### config.mk
export PLATFORM = sky130hd
export DESIGN_NAME = io_switch_reader
export DESIGN_NICKNAME = d
export VERILOG_FILES = /design/src/rtl/io_switch_reader.sv
export SDC_FILE = /design/constraint.sdc
export NUM_CORES = 1
export LEC_CHECK = 0
export CAP_MARGIN = 15
export CELL_PAD_IN_SITES_DETAIL_PLACEMENT = 0
export CELL_PAD_IN_SITES_GLOBAL_PLACEMENT = 1
export CORE_MARGIN = 4
export CORE_UTILIZATION = 35
export DETAILED_ROUTE_END_ITERATION = 7
export PLACE_DENSITY_LB_ADDON = 0.1
export SYNTH_ARGS = -nofsm -noshare
export SYNTH_HDL_FRONTEND = slang
export SYNTH_SLANG_ARGS = --single-unit
### constraint.sdc
create_clock -name CLOCK_50 -period 1.8 [get_ports CLOCK_50]
set_clock_uncertainty 0.1 [all_clocks]
set_input_delay 0.36 -clock CLOCK_50 [delete_from_list [all_inputs] [get_ports CLOCK_50]]
set_output_delay 0.36 -clock CLOCK_50 [all_outputs]
set_load 0.1 [all_outputs]
### src/rtl/io_switch_reader.sv
// IO-page input responder: synchronized, debounced switches/keys with sticky W1C change/press flags.
// Read data is combinational; irq is registered one cycle behind the flag registers.
module io_switch_reader #(
   parameter int N_SW            = 18,
   parameter int N_KEY           = 4,
   parameter int DEBOUNCE_CYCLES = 50000
) (
   input  logic              CLOCK_50,
   input  logic              resetn,
   input  logic [N_SW-1:0]   SW,
   input  logic [N_KEY-1:0]  KEY,
   input  logic              io_sel,
   input  logic [29:0]       mem_wordaddr,
   input  logic [31:0]       mem_wdata,
   input  logic [3:0]        mem_wmask,
   input  logic              mem_rstrb,
   output logic [31:0]       io_rdata,
   output logic              irq
);

   localparam int CW = $clog2(DEBOUNCE_CYCLES);

   logic [CW-1:0]    tick_cnt;
   logic             tick;

   logic [N_SW-1:0]  sw_s1, sw_s2, sw_h0, sw_h1;
   logic [N_SW-1:0]  sws, sws_nxt, sw_chg, sw_chg_set, sw_chg_clr;

   // Key history and level are kept in the pressed-is-1 domain.
   logic [N_KEY-1:0] key_s1, key_s2, key_act, key_h0, key_h1;
   logic [N_KEY-1:0] keys, keys_nxt, key_press, key_press_set, key_press_clr;

   logic             wr;
   logic             unused_ok;

   assign tick = (tick_cnt == CW'(DEBOUNCE_CYCLES - 1));

   always_ff @(posedge CLOCK_50 or negedge resetn) begin
      if (!resetn) begin
         tick_cnt <= '0;
      end else if (tick) begin
         tick_cnt <= '0;
      end else begin
         tick_cnt <= tick_cnt + CW'(1);
      end
   end

   always_ff @(posedge CLOCK_50 or negedge resetn) begin
      if (!resetn) begin
         sw_s1  <= '0;
         sw_s2  <= '0;
         key_s1 <= '1;
         key_s2 <= '1;
      end else begin
         sw_s1  <= SW;
         sw_s2  <= sw_s1;
         key_s1 <= KEY;
         key_s2 <= key_s1;
      end
   end

   assign key_act = ~key_s2;

   // The three samples judged on a tick are the incoming one plus the two stored.
   always_comb begin
      sws_nxt  = sws;
      keys_nxt = keys;
      if (tick) begin
         sws_nxt  = (sw_s2 & sw_h0 & sw_h1) | (sws & (sw_s2 | sw_h0 | sw_h1));
         keys_nxt = (key_act & key_h0 & key_h1) | (keys & (key_act | key_h0 | key_h1));
      end
   end

   assign sw_chg_set    = sws_nxt ^ sws;
   assign key_press_set = keys_nxt & ~keys;

   assign wr            = io_sel & (|mem_wmask);
   assign sw_chg_clr    = (wr & mem_wordaddr[3]) ? mem_wdata[N_SW-1:0]  : '0;
   assign key_press_clr = (wr & mem_wordaddr[5]) ? mem_wdata[N_KEY-1:0] : '0;

   always_ff @(posedge CLOCK_50 or negedge resetn) begin
      if (!resetn) begin
         sw_h0     <= '0;
         sw_h1     <= '0;
         key_h0    <= '0;
         key_h1    <= '0;
         sws       <= '0;
         keys      <= '0;
         sw_chg    <= '0;
         key_press <= '0;
         irq       <= 1'b0;
      end else begin
         if (tick) begin
            sw_h0  <= sw_s2;
            sw_h1  <= sw_h0;
            key_h0 <= key_act;
            key_h1 <= key_h0;
         end
         sws       <= sws_nxt;
         keys      <= keys_nxt;
         // Set dominates a coincident clear.
         sw_chg    <= (sw_chg & ~sw_chg_clr) | sw_chg_set;
         key_press <= (key_press & ~key_press_clr) | key_press_set;
         irq       <= (|sw_chg) | (|key_press);
      end
   end

   always_comb begin
      io_rdata = '0;
      if (io_sel) begin
         if (mem_wordaddr[2]) io_rdata = io_rdata | 32'(sws);
         if (mem_wordaddr[3]) io_rdata = io_rdata | 32'(sw_chg);
         if (mem_wordaddr[4]) io_rdata = io_rdata | 32'(keys);
         if (mem_wordaddr[5]) io_rdata = io_rdata | 32'(key_press);
      end
   end

   assign unused_ok = ^{mem_rstrb, mem_wordaddr[29:6], mem_wordaddr[1:0], mem_wdata[31:N_SW]};

endmodule

==> results.md <==
- The flow ran to the end, but the final reports show violations.
- The checks that failed: negative setup slack.
- The final hold violation count was 0.
- The clock input transition at the sequential cells of the worst setup and hold paths is 0.06 ns.
- Data on the critical path arrives at its endpoint at 1.41 ns.
- The internal cell power is 0.00598 W.
- The worst hold path terminates at key_s1[3].
- The sum of net half-perimeters after detailed placement is 10600 microns.
- The total vias in the final route is 5167.
- The most critical setup path has its startpoint at key_press[1].
- The worst-case IR drop observed on VDD is 0.000650 V.
- The power per cell area is 807 nW/um^2.
- The die footprint is 20600 sq um.
- The cell depth of the worst flop-to-flop path is 6.
- In this run the cell area of the synthesized design comes to 6430 sq um.
- STA classifies the critical path startpoint as a register.
- The tool flagged a number of max-cap violations equal to 0.
- Entering global routing, the biggest net connects 45 pins.
- From synthesis to final layout, the design area changed by 48.9%.
- The all-layer global routing usage is 16.3%.
- In the synthesized netlist, the number of instances is 616.
- Measured along the x axis, the die boundary spans 144 microns.
- For this design the total switching power over the nets is 0.00175 W.
- Counting along the longest clock path gives a buffer depth of 2.
- The count of buffers added on input and output ports is 69.
- Buffers inserted during clock tree synthesis total 17.
- The worst reg2reg path startpoint is tick_cnt[7].
- The reg-to-reg critical path endpoint is sws[8].
- The clock tree from TritonCTS is yes.
- The number of DRC violations after detailed routing is 0.
- Of the total power, combinational logic draws 6.3%.
- The number of instances on the worst hold path is 1.
- The instance area at placement is 7930 sq um.
- The final number of max-transition violations is 0.
- The number of fill cells in the layout is 1590.
- The clock power share is 48.8%.
- The number of primary I/O pins is 125.
- For this run, the share of the core covered by cells in the final layout is 53.1%.
- After synthesis, flip-flops and latches occupy 58.1% of the total area.
- The register-to-register setup slack is -0.02 ns.
- The net count reported at finish is 849.
- The type of destination of the critical path is an output port.
- After synthesis, the netlist uses 43 different library cells.
- The register bit total from synthesis is 149.
- The switching share of power is 22.6%.
- The number of antenna diodes in the final layout is 0.
- The initialized floorplan defines 49 standard-cell rows.
- After detailed routing, the average wire length per cell comes to 17.6 microns.
- Dividing the synthesized area by the synthesized cell count gives 10.4 sq um.
- The first global-routing pass estimated 26200 microns of wire.
- For this run, the leading register cell type out of synthesis is sky130_fd_sc_hd__dfrtp_1.
- The total routed wirelength is 17600 microns.
- The setup violation total in the final timing report is 9.
- The synthesized design contains 0 enable-type register cells.
- Setup repair after global routing could not meet its margin everywhere.
- The share of cells above drive strength 1 is 33.8%.
- The initial core utilization is 35.7%.
- The Yosys warning count is 0.
- Of all flip-flops after synthesis, the portion carrying an async set or reset was 100%.
- The maximum operating frequency is 535 MHz.
- Once detail routing completed, the nets flagged for antenna violations numbered 0.
- Along the worst path, the maximum fanout reaches 2.
- The cell at the root of the clock tree is sky130_fd_sc_hd__clkbuf_16.
- The data required time at the worst endpoint is 1.34 ns.
- The final design instance area without fill is 9580 sq um.
- The first TritonRoute pass finished after 4 iterations.
- The static leakage power is 4.08 nW.
- The part of the power in registers is 44.9%.
- The hold path startpoint is KEY[3].
- Dividing the detail-routed via count by the number of cells gives 5.18.
- Of the available clock period, the critical path in the final layout requires 104%.
- CTS saw 149 sinks.
- The congestion estimate from routability-driven global placement came to 0.773.
- The first routing iteration left 259 violations.
- The setup path with the least slack is of type reg -> out.
- The worst hold path belongs to the class in -> reg.
- From bottom edge to top edge, the die measures 144 microns.
- The total area inside the core boundary comes to 18000 sq um.
- Once routing completed, OpenROAD measured the worst setup slack at -0.0675 ns.
- The initial antenna violation count is 0.
- The level count of the clock H-tree is 4.
- The via count of the first global-routing pass is 5094.
- The later pin in the worst-skew pair is clocked with a latency of 0.42 ns.
- After global routing the overflow that remains totals 0.
- The smallest clock period supported by the final layout is computed as 1.87 ns.
- Summed over all failing endpoints, the final setup total negative slack is -0.185 ns.
## flip-flops by register name, summed over array words and instances, names as in the netlist
signal / flops
key_s1: 4
key_h0: 4
key_press: 4
sw_chg: 18
sw_s1: 18
key_s2: 4
irq: 1
keys: 4
key_h1: 4
sws: 18
sw_h1: 18
tick_cnt: 16
sw_s2: 18
sw_h0: 18
## cells in the mapped netlist (all sizes together) (2+ instances only)
library cell,number,area (sq um)
a21boi,4,30.0
a22oi,22,165
a31oi,39,244
and3,4,35.0
and4bb,2,25.0
buf,32,226
clkbuf,8,30.0
dfrtp,141,3530
dfstp,8,210
inv,11,41.3
nand2,143,539
nand3,8,40.0
nand4,9,56.3
nor2,31,116
nor2b,33,206
nor3,21,105
nor4,26,163
nor4b,19,173
o21ai,10,50.1
o2bb2ai,18,220
o31ai,2,15.0
or4,3,26.3
xnor2,6,52.6
xor2,7,61.3
## routing by layer
metal	share of wire (%)	up-vias	track usage, %
met1	45	2593	22.2
met5	0	-	0
met4	1.4	0	5.10
met2	49	120	25.7
li1	-	2437	-
met3	4.6	17	4.43
## power groups by stage
stage	Combinational (W)	Sequential [W]	Clock, W
2_1_floorplan	0.000227	0.00352	0
3_3_place_gp	0.000464	0.00351	0
3_5_place_dp	0.000466	0.00351	0
4_1_cts	0.000490	0.00346	0.00388
5_1_grt	0.000524	0.00347	0.00402
6_report	0.000490	0.00347	0.00377
## metrics by stage
stage	setup WS, ns	hold slack [ns]	instances	total power (W)
floorplan	-0.144	-0.0356	629	0.00375
CTS	-0.107	0.226	973	0.00783
global placement	-0.272	0.224	927	0.00398
finish	-0.0675	0.240	998	0.00773
global route	-0.112	0.219	998	0.00801
detailed placement	-0.257	0.231	927	0.00398
## cell usage in the layout (no fill, tap or decap), types with 4 or more instances in the layout
master,synthesis,final
sky130_fd_sc_hd__xor2_1,7,7
sky130_fd_sc_hd__nor2b_4,0,8
sky130_fd_sc_hd__dfrtp_1,141,127
sky130_fd_sc_hd__dfstp_2,8,8
sky130_fd_sc_hd__nor3_1,21,8
sky130_fd_sc_hd__nor3_2,0,13
sky130_fd_sc_hd__clkdlybuf4s50_1,0,44
sky130_fd_sc_hd__o21ai_0,10,10
sky130_fd_sc_hd__nor4_2,0,19
sky130_fd_sc_hd__a31oi_1,39,26
sky130_fd_sc_hd__clkinvlp_4,0,5
sky130_fd_sc_hd__conb_1,1,14
sky130_fd_sc_hd__nor2b_2,0,6
sky130_fd_sc_hd__buf_4,18,52
sky130_fd_sc_hd__nand4_1,9,9
sky130_fd_sc_hd__buf_6,2,11
sky130_fd_sc_hd__dlygate4sd2_1,0,4
sky130_fd_sc_hd__nand3_1,8,8
sky130_fd_sc_hd__nor2_1,31,31
sky130_fd_sc_hd__nor2b_1,33,19
sky130_fd_sc_hd__o2bb2ai_1,8,8
sky130_fd_sc_hd__a31oi_4,0,12
sky130_fd_sc_hd__xnor2_1,6,6
sky130_fd_sc_hd__a21boi_4,0,4
sky130_fd_sc_hd__bufinv_16,0,4
sky130_fd_sc_hd__buf_12,0,30
sky130_fd_sc_hd__clkbuf_16,0,21
sky130_fd_sc_hd__a22oi_2,0,22
sky130_fd_sc_hd__inv_1,11,11
sky130_fd_sc_hd__nor4b_1,18,18
sky130_fd_sc_hd__dfrtp_2,0,14
sky130_fd_sc_hd__nor4_4,0,4
sky130_fd_sc_hd__nand2_1,142,141
sky130_fd_sc_hd__o2bb2ai_2,10,10
## layout make-up
type / count / area, sq um / area share (%)
inverter: 11 / 41.3 / 0.431
tap: 229 / 287 / 2.99
timing repair buffer: 148 / 1740 / 18.2
sequential: 149 / 3760 / 39.2
clock inverter: 12 / 176 / 1.84
multi-input combinational: 429 / 3120 / 32.5
clock buffer: 20 / 457 / 4.77
## worst max-delay path by stage
stage / endpoint / slack (ns) / depth (start not counted)
floorplan: io_rdata[4] / -0.14 / 2
global placement: io_rdata[7] / -0.27 / 5
detailed placement: io_rdata[0] / -0.26 / 5
CTS: io_rdata[1] / -0.11 / 4
global route: io_rdata[1] / -0.11 / 4
finish: io_rdata[1] / -0.07 / 4
## critical path, stage by stage, from the launching register on
cell and delay (ns):
sky130_fd_sc_hd__dfrtp_1 0.39, sky130_fd_sc_hd__buf_6 0.12, sky130_fd_sc_hd__a22oi_2 0.21, sky130_fd_sc_hd__a21boi_4 0.10
sky130_fd_sc_hd__buf_12 0.17
## logic make-up after synthesis
family / Yosys count / share of synthesized area (%)
buf+inv: 51 / 4.63
flops: 149 / 58.1
compound gates: 100 / 11.9
simple gates: 301 / 23.3
fa+ha+maj: 1 / 0.194
xor+xnor: 13 / 1.77
other cells: 1 / 0.0583
## timing repair
item	CTS	global route
hold buffers	1	0
resized for setup	31	85
gates cloned	1	4
setup endpoints to repair	22	40
pin swaps	11	46
buffers inserted	13	23
hold endpoints to repair	33	0
Power figures use the tool's default switching activity.
